[src/rtl/uart_wbs_pkg.sv]
// Shared types and constants for the Wishbone-slave to register-bus bridge.
package uart_wbs_pkg;

    localparam int unsigned WB_AW  = 32;
    localparam int unsigned WB_DW  = 32;
    localparam int unsigned WB_SW  = 4;
    localparam int unsigned REG_AW = 9;

    // Window decode compares only the address bits above the register space.
    localparam int unsigned ADR_CMP_MSB = 31;
    localparam int unsigned ADR_CMP_LSB = 9;

    localparam logic [7:0] DEFAULT_TIMEOUT_CYC = 8'd255;

    typedef enum logic [1:0] {
        ST_IDLE  = 2'd0,
        ST_REQ   = 2'd1,
        ST_RESP  = 2'd2,
        ST_DRAIN = 2'd3
    } state_e;

    typedef struct packed {
        logic              wr;
        logic [REG_AW-1:0] addr;
        logic [WB_DW-1:0]  wdata;
        logic [WB_SW-1:0]  be;
    } reg_req_t;

endpackage

[src/rtl/uart_wbs_bridge_if.sv]
// Wishbone classic slave port plus register-bus initiator port of the bridge.
interface uart_wbs_bridge_if;
    import uart_wbs_pkg::*;

    logic                wbs_cyc_i;
    logic                wbs_stb_i;
    logic [WB_AW-1:0]    wbs_adr_i;
    logic                wbs_we_i;
    logic [WB_DW-1:0]    wbs_dat_i;
    logic [WB_SW-1:0]    wbs_sel_i;
    logic [WB_DW-1:0]    wbs_dat_o;
    logic                wbs_ack_o;
    logic                wbs_err_o;

    logic                reg_cs;
    logic                reg_wr;
    logic [REG_AW-1:0]   reg_addr;
    logic [WB_DW-1:0]    reg_wdata;
    logic [WB_SW-1:0]    reg_be;
    logic [WB_DW-1:0]    reg_rdata;
    logic                reg_ack;

    // Bridge side.
    modport slave (
        input  wbs_cyc_i, wbs_stb_i, wbs_adr_i, wbs_we_i, wbs_dat_i, wbs_sel_i,
        input  reg_rdata, reg_ack,
        output wbs_dat_o, wbs_ack_o, wbs_err_o,
        output reg_cs, reg_wr, reg_addr, reg_wdata, reg_be
    );

    // Environment side: Wishbone master and register-bus target.
    modport master (
        output wbs_cyc_i, wbs_stb_i, wbs_adr_i, wbs_we_i, wbs_dat_i, wbs_sel_i,
        output reg_rdata, reg_ack,
        input  wbs_dat_o, wbs_ack_o, wbs_err_o,
        input  reg_cs, reg_wr, reg_addr, reg_wdata, reg_be
    );

endinterface

[src/rtl/uart_wbs_bridge.sv]
// Wishbone classic slave to single-outstanding register-bus bridge.
// Optional reg_ack timeout is built when UART_WBS_TIMEOUT_EN is defined.
module uart_wbs_bridge
    import uart_wbs_pkg::*;
#(
    parameter logic [31:0] BASE_ADDR   = 32'h1001_0000,
    parameter logic [7:0]  TIMEOUT_CYC = DEFAULT_TIMEOUT_CYC
) (
    input  logic             app_clk,
    input  logic             reset_ssn,
    uart_wbs_bridge_if.slave bus
);

    state_e             state_q;
    reg_req_t           req_q;
    logic               cs_q;
    logic               ack_q;
    logic               err_q;
    logic [WB_DW-1:0]   dat_q;
    logic               in_window_c;
    logic               timeout_hit_c;

    assign in_window_c = (bus.wbs_adr_i[ADR_CMP_MSB:ADR_CMP_LSB] ==
                          BASE_ADDR[ADR_CMP_MSB:ADR_CMP_LSB]);

`ifdef UART_WBS_TIMEOUT_EN
    logic [7:0] tmo_cnt_q;
    logic       busy_c;

    assign busy_c        = (state_q == ST_REQ) || (state_q == ST_DRAIN);
    assign timeout_hit_c = busy_c && !bus.reg_ack &&
                           ((9'(tmo_cnt_q) + 9'd1) >= 9'(TIMEOUT_CYC));

    // Counter sits at zero outside REQ/DRAIN and restarts when REQ falls into DRAIN.
    always_ff @(posedge app_clk or negedge reset_ssn) begin
        if (!reset_ssn) begin
            tmo_cnt_q <= 8'd0;
        end else if (!busy_c) begin
            tmo_cnt_q <= 8'd0;
        end else if (state_q == ST_REQ && !bus.reg_ack && !bus.wbs_cyc_i) begin
            tmo_cnt_q <= 8'd0;
        end else if (!bus.reg_ack) begin
            tmo_cnt_q <= 8'(tmo_cnt_q + 8'd1);
        end
    end
`else
    logic unused_timeout_cyc;

    assign timeout_hit_c      = 1'b0;
    assign unused_timeout_cyc = &{1'b0, TIMEOUT_CYC};
`endif

    // Transfer FSM; every bus-facing output is a flop updated here.
    always_ff @(posedge app_clk or negedge reset_ssn) begin
        if (!reset_ssn) begin
            state_q <= ST_IDLE;
            req_q   <= '0;
            cs_q    <= 1'b0;
            ack_q   <= 1'b0;
            err_q   <= 1'b0;
            dat_q   <= '0;
        end else begin
            case (state_q)
                ST_IDLE: begin
                    if (bus.wbs_cyc_i && bus.wbs_stb_i) begin
                        if (in_window_c) begin
                            req_q.wr    <= bus.wbs_we_i;
                            req_q.addr  <= bus.wbs_adr_i[REG_AW-1:0];
                            req_q.wdata <= bus.wbs_dat_i;
                            req_q.be    <= bus.wbs_sel_i;
                            cs_q        <= 1'b1;
                            state_q     <= ST_REQ;
                        end else begin
                            err_q   <= 1'b1;
                            dat_q   <= '0;
                            state_q <= ST_RESP;
                        end
                    end
                end
                ST_REQ: begin
                    if (bus.reg_ack) begin
                        cs_q  <= 1'b0;
                        dat_q <= req_q.wr ? '0 : bus.reg_rdata;
                        if (bus.wbs_cyc_i) begin
                            ack_q   <= 1'b1;
                            state_q <= ST_RESP;
                        end else begin
                            state_q <= ST_IDLE;
                        end
                    end else if (!bus.wbs_cyc_i) begin
                        state_q <= ST_DRAIN;
                    end else if (timeout_hit_c) begin
                        cs_q    <= 1'b0;
                        err_q   <= 1'b1;
                        dat_q   <= '0;
                        state_q <= ST_RESP;
                    end
                end
                // Master walked away: finish the register access silently.
                ST_DRAIN: begin
                    if (bus.reg_ack || timeout_hit_c) begin
                        cs_q    <= 1'b0;
                        state_q <= ST_IDLE;
                    end
                end
                ST_RESP: begin
                    ack_q   <= 1'b0;
                    err_q   <= 1'b0;
                    state_q <= ST_IDLE;
                end
                default: begin
                    state_q <= ST_IDLE;
                end
            endcase
        end
    end

    assign bus.reg_cs    = cs_q;
    assign bus.reg_wr    = req_q.wr;
    assign bus.reg_addr  = req_q.addr;
    assign bus.reg_wdata = req_q.wdata;
    assign bus.reg_be    = req_q.be;
    assign bus.wbs_dat_o = dat_q;
    assign bus.wbs_ack_o = ack_q;
    assign bus.wbs_err_o = err_q;

endmodule

[src/flat_wrapper.sv]
// flat-port wrapper written by rule: the top's interface ports become plain ports
module uart_wbs_bridge_flat import uart_wbs_pkg::*;
#(
    parameter logic [31:0] BASE_ADDR   = 32'h1001_0000,
    parameter logic [7:0]  TIMEOUT_CYC = DEFAULT_TIMEOUT_CYC
)
  (app_clk, reset_ssn, bus_wbs_cyc_i, bus_wbs_stb_i, bus_wbs_adr_i, bus_wbs_we_i, bus_wbs_dat_i, bus_wbs_sel_i, bus_reg_rdata, bus_reg_ack, bus_wbs_dat_o, bus_wbs_ack_o, bus_wbs_err_o, bus_reg_cs, bus_reg_wr, bus_reg_addr, bus_reg_wdata, bus_reg_be);
  uart_wbs_bridge_if bus_i ();
  input  logic app_clk;
  input  logic reset_ssn;
  input wire logic [$bits(bus_i.wbs_cyc_i)-1:0] bus_wbs_cyc_i;
  input wire logic [$bits(bus_i.wbs_stb_i)-1:0] bus_wbs_stb_i;
  input wire logic [$bits(bus_i.wbs_adr_i)-1:0] bus_wbs_adr_i;
  input wire logic [$bits(bus_i.wbs_we_i)-1:0] bus_wbs_we_i;
  input wire logic [$bits(bus_i.wbs_dat_i)-1:0] bus_wbs_dat_i;
  input wire logic [$bits(bus_i.wbs_sel_i)-1:0] bus_wbs_sel_i;
  input wire logic [$bits(bus_i.reg_rdata)-1:0] bus_reg_rdata;
  input wire logic [$bits(bus_i.reg_ack)-1:0] bus_reg_ack;
  output wire logic [$bits(bus_i.wbs_dat_o)-1:0] bus_wbs_dat_o;
  output wire logic [$bits(bus_i.wbs_ack_o)-1:0] bus_wbs_ack_o;
  output wire logic [$bits(bus_i.wbs_err_o)-1:0] bus_wbs_err_o;
  output wire logic [$bits(bus_i.reg_cs)-1:0] bus_reg_cs;
  output wire logic [$bits(bus_i.reg_wr)-1:0] bus_reg_wr;
  output wire logic [$bits(bus_i.reg_addr)-1:0] bus_reg_addr;
  output wire logic [$bits(bus_i.reg_wdata)-1:0] bus_reg_wdata;
  output wire logic [$bits(bus_i.reg_be)-1:0] bus_reg_be;
  assign bus_i.wbs_cyc_i = bus_wbs_cyc_i;
  assign bus_i.wbs_stb_i = bus_wbs_stb_i;
  assign bus_i.wbs_adr_i = bus_wbs_adr_i;
  assign bus_i.wbs_we_i = bus_wbs_we_i;
  assign bus_i.wbs_dat_i = bus_wbs_dat_i;
  assign bus_i.wbs_sel_i = bus_wbs_sel_i;
  assign bus_i.reg_rdata = bus_reg_rdata;
  assign bus_i.reg_ack = bus_reg_ack;
  assign bus_wbs_dat_o = bus_i.wbs_dat_o;
  assign bus_wbs_ack_o = bus_i.wbs_ack_o;
  assign bus_wbs_err_o = bus_i.wbs_err_o;
  assign bus_reg_cs = bus_i.reg_cs;
  assign bus_reg_wr = bus_i.reg_wr;
  assign bus_reg_addr = bus_i.reg_addr;
  assign bus_reg_wdata = bus_i.reg_wdata;
  assign bus_reg_be = bus_i.reg_be;
  uart_wbs_bridge #(.BASE_ADDR(BASE_ADDR), .TIMEOUT_CYC(TIMEOUT_CYC)) u_core (.app_clk(app_clk), .reset_ssn(reset_ssn), .bus(bus_i));
endmodule
[config.mk]
export PLATFORM = sky130hd
export DESIGN_NAME = uart_wbs_bridge_flat
export DESIGN_NICKNAME = d
export VERILOG_FILES = /design/src/rtl/uart_wbs_pkg.sv /design/src/rtl/uart_wbs_bridge_if.sv /design/src/rtl/uart_wbs_bridge.sv /design/src/flat_wrapper.sv
export SDC_FILE = /design/constraint.sdc
export NUM_CORES = 1
export LEC_CHECK = 0
export ABC_AREA = 1
export CORE_MARGIN = 1
export CORE_UTILIZATION = 45
export DETAILED_ROUTE_END_ITERATION = 10
export HOLD_SLACK_MARGIN = 0.15
export PLACE_DENSITY_LB_ADDON = 0.12
export SETUP_SLACK_MARGIN = 0.15
export SYNTH_ARGS = -nofsm -noshare
export SYNTH_HDL_FRONTEND = slang
export SYNTH_SLANG_ARGS = --single-unit
[constraint.sdc]
create_clock -name app_clk -period 4.5 [get_ports app_clk]
set_input_delay 0.9 -clock app_clk [delete_from_list [all_inputs] [get_ports app_clk]]
set_output_delay 0.9 -clock app_clk [all_outputs]
set_load 0.05 [all_outputs]
## Word-level counts from Yosys, hierarchy flattened

Cells that the tools add are included.

- Logic and storage cells: 56
- Register bits: 83
- Input bits: 106

- Reductions and logical operators: 13
- Muxes and demuxes: 22
- Equality and inequality tests: 12

Operators by type and width:

| operator | number |
|---|---|
| 32-bit two-way mux | 4 |
| 32-bit case mux with 2 select lines | 1 |
| 23-bit by 20-bit == test with 1-bit output (second input constant) | 1 |
| 2-bit two-way mux | 6 |
| 3-bit AND reduction | 4 |
| 2-bit != test (second input constant) | 4 |
| 2-bit case mux with 4 select lines | 1 |
| 4-bit AND reduction | 2 |
| 2-bit nonzero test | 4 |
| 1-bit two-way mux | 7 |
| 2-bit by 1-bit != test with 1-bit output (second input constant) | 3 |
| 1-bit case mux with 2 select lines | 3 |
| 2-bit == test (second input constant) | 2 |
| 3-bit != test (second input constant) | 1 |
| 2-bit by 1-bit == test with 1-bit output (second input constant) | 1 |
| 2-bit logical NOT | 1 |
| 2-bit OR reduction | 1 |
| 1-bit logical AND | 1 |

## Depth between registers and ports, before layout

- Depth after elaboration: 4
- Gate-level depth with buffers: 10
- Depth with buffers taken out: 9

## Worst setup path before layout

OpenSTA, ideal clock, no wires.

- Kind: in2reg
- From: input port bus_wbs_adr_i[22]
- To: register u_core.req_q, in the netlist u_core.bus.reg_wr
- Arrival: 1.744 ns
- Setup slack: 2.637 ns
- Stages: 9
- Data required time: 4.381 ns
- Cells stage by stage: nor2_1 -> nand2_1 -> nor2_1 -> nand3_1 -> inv_1 -> nand2_1 -> buf_2 -> nand2_1 -> nand2_1

- Word-level cells in the longest chain between the ends: 2

Ends and longest elaborated chain:

| element | line | source |
|---|---|---|
| from (decl) | flat_wrapper.sv:13 | `input wire logic [$bits(bus_i.wbs_adr_i)-1:0] bus_wbs_adr_i;` |
| 23-bit by 20-bit == test with 1-bit output | uart_wbs_bridge.sv:23 | `assign in_window_c = (bus.wbs_adr_i[ADR_CMP_MSB:ADR_CMP_LSB] ==` |
| 3-bit AND reduction (no source line) | n/a |  |
| to (decl) | uart_wbs_bridge.sv:15 | `reg_req_t req_q;` |

No other way between the ends.
A chain may end at the register's enable or synchronous reset.

## Worst setup path in the final report

- From: input port bus_wbs_cyc_i
- To: register u_core.dat_q[19], in the netlist u_core.bus.wbs_dat_o[19]

- Word-level cells in the longest chain between the ends: 3

Ends and longest elaborated chain:

| element | line | source |
|---|---|---|
| from (decl) | flat_wrapper.sv:11 | `input wire logic [$bits(bus_i.wbs_cyc_i)-1:0] bus_wbs_cyc_i;` |
| 1-bit logical AND | uart_wbs_bridge.sv:65 | `if (bus.wbs_cyc_i && bus.wbs_stb_i) begin` |
| 2-bit by 1-bit != test with 1-bit output (no source line) | n/a |  |
| 4-bit AND reduction (no source line) | n/a |  |
| to (signal assigned) | uart_wbs_bridge.sv:83 | `dat_q <= req_q.wr ? '0 : bus.reg_rdata;` |
| to (decl) | uart_wbs_bridge.sv:19 | `logic [WB_DW-1:0] dat_q;` |

No other way between the ends.

==> metrics.txt <==
# TYPE chip_impl_metric gauge
chip_impl_info{name="status",value="completed"} 1
chip_impl_metric{name="syn-cell-area",unit="sq um"} 4100
chip_impl_metric{name="setup.reg_to_reg.worst_slack",unit="ns"} 2.21
chip_impl_metric{name="worstSkewPairLatency",unit="ns"} 0.35
chip_impl_metric{name="grt_remaining_overflow",unit=""} 0
chip_impl_metric{name="final_design_instance_area_without_fill",unit="sq um"} 6030
chip_impl_metric{name="initial_core_utilization",unit="%"} 46.8
chip_impl_metric{name="synth_seq_area_share",unit="%"} 50.7
chip_impl_metric{name="nNetsFinal",unit=""} 768
chip_impl_metric{name="critical_path_fanouts_max",unit=""} 33
chip_impl_metric{name="rows",unit=""} 34
chip_impl_metric{name="drc",unit=""} 0
chip_impl_metric{name="weighted_congestion_reported_at_the_end_of_routability_driven_placement",unit=""} 0.860
chip_impl_metric{name="post_drt_via_cell_ratio",unit=""} 4.96
chip_impl_metric{name="via_count_of_the_first_global_routing_pass",unit=""} 3797
chip_impl_metric{name="total_leakage_power",unit="uW"} 0.00301
chip_impl_metric{name="post_cts.repair.setup_buffers",unit=""} 0
chip_impl_metric{name="first_iter_violations",unit=""} 175
chip_impl_metric{name="ys_seq_elements",unit=""} 83
chip_impl_metric{name="fp.dieArea",unit="sq um"} 9490
chip_impl_metric{name="antennaDiodeCount",unit=""} 0
chip_impl_info{name="rr_startpoint",value="u_core.state_q[1]"} 1
chip_impl_metric{name="h_tree_depth",unit=""} 3
chip_impl_metric{name="power_density",unit="nW/um^2"} 269
chip_impl_metric{name="drt.antenna.violating_nets",unit=""} 0
chip_impl_metric{name="clkSlewWorstSetupHoldPaths",unit="ns"} 0.08
chip_impl_metric{name="cts-hold-fix-buffers",unit=""} 0
chip_impl_metric{name="fp.coreArea",unit="sq um"} 8760
chip_impl_metric{name="drive_gt1_share",unit="%"} 9.00
chip_impl_metric{name="synth_top_area_share",unit="%"} 50.7
chip_impl_info{name="post-synth-top-area-cell",value="sky130_fd_sc_hd__dfrtp_1"} 1
chip_impl_metric{name="worst_ep_required_time",unit="ns"} 4.73
chip_impl_info{name="timing.critical_path.from_type",value="input port"} 1
chip_impl_metric{name="timing.reg2reg.worst_path_depth",unit=""} 7
chip_impl_metric{name="clock-sinks",unit=""} 83
chip_impl_metric{name="finalWorstSetupSlack",unit="ns"} 1.74
chip_impl_metric{name="cap_viol_max_count",unit=""} 0
chip_impl_metric{name="number_of_standard_cells_after_synthesis",unit=""} 492
chip_impl_metric{name="totalNegativeSetupSlack",unit="ns"} 0
chip_impl_metric{name="dieWidth",unit="um"} 97.4
chip_impl_info{name="min-delay-path-class",value="reg -> reg"} 1
chip_impl_info{name="timing.setup.critical_path_class",value="in -> reg"} 1
chip_impl_metric{name="final-max-slew-violation-count",unit=""} 0
chip_impl_metric{name="grt_first_pass_wirelength",unit="mm"} 18.2
chip_impl_metric{name="power.combinational.fraction",unit="%"} 19.5
chip_impl_metric{name="dp_cells",unit=""} 759
chip_impl_metric{name="area.growth.synth_to_final",unit="%"} 47.1
chip_impl_info{name="clock_tree.root_cell",value="sky130_fd_sc_hd__clkbuf_8"} 1
chip_impl_metric{name="die_h",unit="um"} 97.4
chip_impl_metric{name="finalWirelength",unit="mm"} 10.8
chip_impl_metric{name="wire_per_inst",unit="um"} 13.9
chip_impl_metric{name="antenna_violations_before_repair",unit=""} 0
chip_impl_info{name="synth_top_cells_by_area",value="sky130_fd_sc_hd__dfrtp_1, sky130_fd_sc_hd__nand2_1, sky130_fd_sc_hd__nand3_1"} 1
chip_impl_metric{name="synth.net_count",unit=""} 598
chip_impl_info{name="min_from",value="u_core.bus.reg_addr[0]"} 1
chip_impl_metric{name="dpl_cell_area",unit="sq um"} 5840
chip_impl_metric{name="p_int",unit="uW"} 1130
chip_impl_metric{name="switching_share",unit="%"} 30.0
chip_impl_metric{name="finalClockSkew",unit="ns"} 0.0164
chip_impl_metric{name="via_count",unit=""} 3844
chip_impl_metric{name="yosys.cell_types.count",unit=""} 24
chip_impl_info{name="end_kind",value="flip-flop"} 1
chip_impl_metric{name="maximum_number_of_pins_on_one_net_before_global_route_repair",unit=""} 84
chip_impl_info{name="rsz_0062_raised_after_global_routing",value="false"} 1
chip_impl_metric{name="buffer_ports.inserted",unit=""} 186
chip_impl_metric{name="measured_slew_at_the_worst_slew_check_pin",unit="ns"} 1.05
chip_impl_metric{name="finish.cell_count_without_fillers",unit=""} 775
chip_impl_metric{name="power.share.sequential",unit="%"} 47.4
chip_impl_metric{name="hpwlAfterDp",unit="mm"} 7.57
chip_impl_metric{name="layout_min_cycle_time",unit="ns"} 2.76
chip_impl_metric{name="final_core_utilization",unit="%"} 68.8
chip_impl_metric{name="timing.final.setup_violations",unit=""} 0
chip_impl_metric{name="share_clk_of_total_power",unit="%"} 33.1
chip_impl_metric{name="achievable-frequency",unit="GHz"} 0.362
chip_impl_metric{name="ios",unit=""} 187
chip_impl_metric{name="ys_warn_count",unit=""} 0
chip_impl_metric{name="cts-root-to-sink-buffers",unit=""} 2
chip_impl_metric{name="tritoncts.num_buffers",unit=""} 9
chip_impl_metric{name="hold_viol_final",unit=""} 0
chip_impl_metric{name="ir_drop",unit="V"} 0.000171
chip_impl_metric{name="whs_path_depth",unit=""} 2
chip_impl_metric{name="syn_area_per_cell",unit="sq um"} 8.33
chip_impl_metric{name="max-slew-margin-rel",unit="%"} 30.0
chip_impl_metric{name="globalRouteTotalUtil",unit="%"} 23.5
chip_impl_info{name="worst_r2r_endpoint",value="u_core.bus.wbs_dat_o[19]"} 1
chip_impl_metric{name="power.net_switching",unit="uW"} 487
chip_impl_metric{name="dpl_worst_slack",unit="ns"} 1.39
chip_impl_metric{name="drtPass1Iterations",unit=""} 4
chip_impl_metric{name="final.period_utilization",unit="%"} 61.4
chip_impl_info{name="tritoncts",value="built"} 1
chip_impl_metric{name="critical_path_arrival",unit="ns"} 2.99
chip_impl_info{name="holdPathEnd",value="u_core.bus.reg_addr[0]"} 1
chip_impl_metric{name="cts_resized",unit=""} 0
## layer usage
metal	global-route usage [%]	part of all wire, %	routed length (um)	up-vias
li1	-	-	-	1892
met1	30.4	43	4620	1792
met2	37.5	47	5120	136
met3	6.62	7.4	804	24
met4	8.82	2.4	259	0
met5	0	0	0	-
## cell type report
class / instances / area [sq um]
clock buffers: 11 / 131
clock inverters: 5 / 62.6
fillers: 748 / 2730
inverters: 44 / 165
multi-input cells: 335 / 1580
flip-flops and latches: 83 / 2080
well taps: 108 / 135
repair buffers: 189 / 1880
## worst max-delay path: stages
cell and delay (ns):
sky130_fd_sc_hd__clkdlybuf4s50_1 0.50, sky130_fd_sc_hd__nand2_1 0.10, sky130_fd_sc_hd__nand2_2 0.11, sky130_fd_sc_hd__inv_2 0.06, sky130_fd_sc_hd__nor2_4 0.60, sky130_fd_sc_hd__nand3_4 0.47
sky130_fd_sc_hd__nand2_1 0.18, sky130_fd_sc_hd__nand2_1 0.06
## worst max-delay path by stage
| stage | slack (ns) | end | depth (start not counted) | from |
|---|---|---|---|---|
| 4_1_cts | 1.75 | u_core.bus.reg_addr[5] | 11 | bus_wbs_adr_i[28] |
| 5_1_grt | 1.47 | u_core.bus.reg_addr[5] | 11 | bus_wbs_adr_i[28] |
| 6_report | 1.74 | u_core.bus.wbs_dat_o[19] | 8 | bus_wbs_cyc_i |
| 3_5_place_dp | 1.39 | u_core.bus.reg_addr[5] | 11 | bus_wbs_adr_i[28] |
| 2_1_floorplan | 2.64 | u_core.bus.reg_wr | 9 | bus_wbs_adr_i[22] |
| 3_3_place_gp | 1.45 | u_core.bus.reg_wdata[18] | 10 | bus_wbs_adr_i[10] |
## registers in the layout, summed over array words and instances, names as in the netlist
| name | flops |
|---|---|
| u_core.bus.reg_cs | 1 |
| u_core.bus.reg_wr | 1 |
| u_core.bus.wbs_err_o | 1 |
| u_core.bus.reg_addr | 9 |
| u_core.bus.wbs_dat_o | 32 |
| u_core.state_q | 2 |
| u_core.bus.reg_wdata | 32 |
| u_core.bus.reg_be | 4 |
| u_core.bus.wbs_ack_o | 1 |
## logic make-up (layout without fill, tap and decap cells)
kind of cell / Yosys count / count (layout) / synth area share (%)
buffers and inverters: 74 / 249 / 11.0
flip-flops: 83 / 83 / 50.7
AO/OA/AOI/OAI: 9 / 9 / 1.31
AND/OR/NAND/NOR: 326 / 326 / 37.0
## per-stage QoR
step | hold slack, ns | total power [uW]
after CTS | 0.479 | 1630
after global placement | 0.453 | 1090
after floorplan | 0.582 | 1000
final | 0.476 | 1620
after detailed placement | 0.457 | 1100
after global routing | 0.497 | 1690
## cell usage after synthesis
| library cell | n |
|---|---|
| sky130_fd_sc_hd__a21oi_1 | 2 |
| sky130_fd_sc_hd__nand4_1 | 33 |
| sky130_fd_sc_hd__inv_2 | 3 |
| sky130_fd_sc_hd__buf_2 | 14 |
| sky130_fd_sc_hd__nor2_4 | 5 |
| sky130_fd_sc_hd__nor2_2 | 28 |
| sky130_fd_sc_hd__nand3_1 | 51 |
| sky130_fd_sc_hd__a31oi_1 | 1 |
| sky130_fd_sc_hd__inv_1 | 41 |
| sky130_fd_sc_hd__a22oi_1 | 1 |
| sky130_fd_sc_hd__nor2_1 | 28 |
| sky130_fd_sc_hd__nand2_1 | 175 |
| sky130_fd_sc_hd__dfrtp_1 | 83 |
| sky130_fd_sc_hd__nor3_1 | 1 |
| sky130_fd_sc_hd__buf_12 | 3 |
| sky130_fd_sc_hd__nand2_2 | 2 |
| sky130_fd_sc_hd__nand3_4 | 1 |
| sky130_fd_sc_hd__or2_1 | 1 |
| sky130_fd_sc_hd__o21ai_0 | 3 |
| sky130_fd_sc_hd__buf_6 | 10 |
| sky130_fd_sc_hd__nand4_4 | 1 |
| sky130_fd_sc_hd__o31ai_1 | 1 |
| sky130_fd_sc_hd__o21bai_1 | 1 |
| sky130_fd_sc_hd__clkbuf_8 | 3 |
## power by group through the flow
stage                     Clock [uW]  Combinational [uW]  Sequential (uW)
after detailed placement           0                 314              783
final                            537                 316              768
after floorplan                    0                 214              790
after global placement             0                 310              782
after CTS                        551                 315              768
after global routing             579                 346              769
## cell usage in the layout, fill, tap and decap left out
cell type / Yosys / routed
sky130_fd_sc_hd__nand4_1: 33 / 33
sky130_fd_sc_hd__bufinv_16: 0 / 1
sky130_fd_sc_hd__a22oi_1: 1 / 1
sky130_fd_sc_hd__inv_1: 41 / 41
sky130_fd_sc_hd__nor2_2: 28 / 28
sky130_fd_sc_hd__inv_6: 0 / 1
sky130_fd_sc_hd__nand3_4: 1 / 1
sky130_fd_sc_hd__or2_2: 0 / 1
sky130_fd_sc_hd__clkinvlp_4: 0 / 2
sky130_fd_sc_hd__a31oi_1: 1 / 1
sky130_fd_sc_hd__o21ai_0: 3 / 3
sky130_fd_sc_hd__clkdlybuf4s50_1: 0 / 185
sky130_fd_sc_hd__buf_4: 0 / 4
sky130_fd_sc_hd__nand3_1: 51 / 51
sky130_fd_sc_hd__nand2_2: 2 / 2
sky130_fd_sc_hd__nand2_1: 175 / 175
sky130_fd_sc_hd__dfrtp_1: 83 / 83
sky130_fd_sc_hd__clkbuf_8: 3 / 9
sky130_fd_sc_hd__o31ai_1: 1 / 1
sky130_fd_sc_hd__clkbuf_1: 0 / 2
sky130_fd_sc_hd__clkinv_4: 0 / 1
sky130_fd_sc_hd__inv_2: 3 / 3
sky130_fd_sc_hd__nor2_4: 5 / 5
sky130_fd_sc_hd__a21oi_1: 2 / 2
sky130_fd_sc_hd__nor2_1: 28 / 28
sky130_fd_sc_hd__nor3_2: 0 / 1
sky130_fd_sc_hd__o21bai_1: 1 / 1
sky130_fd_sc_hd__nand4_4: 1 / 1
No activity file was read; power rests on OpenSTA's default activity.
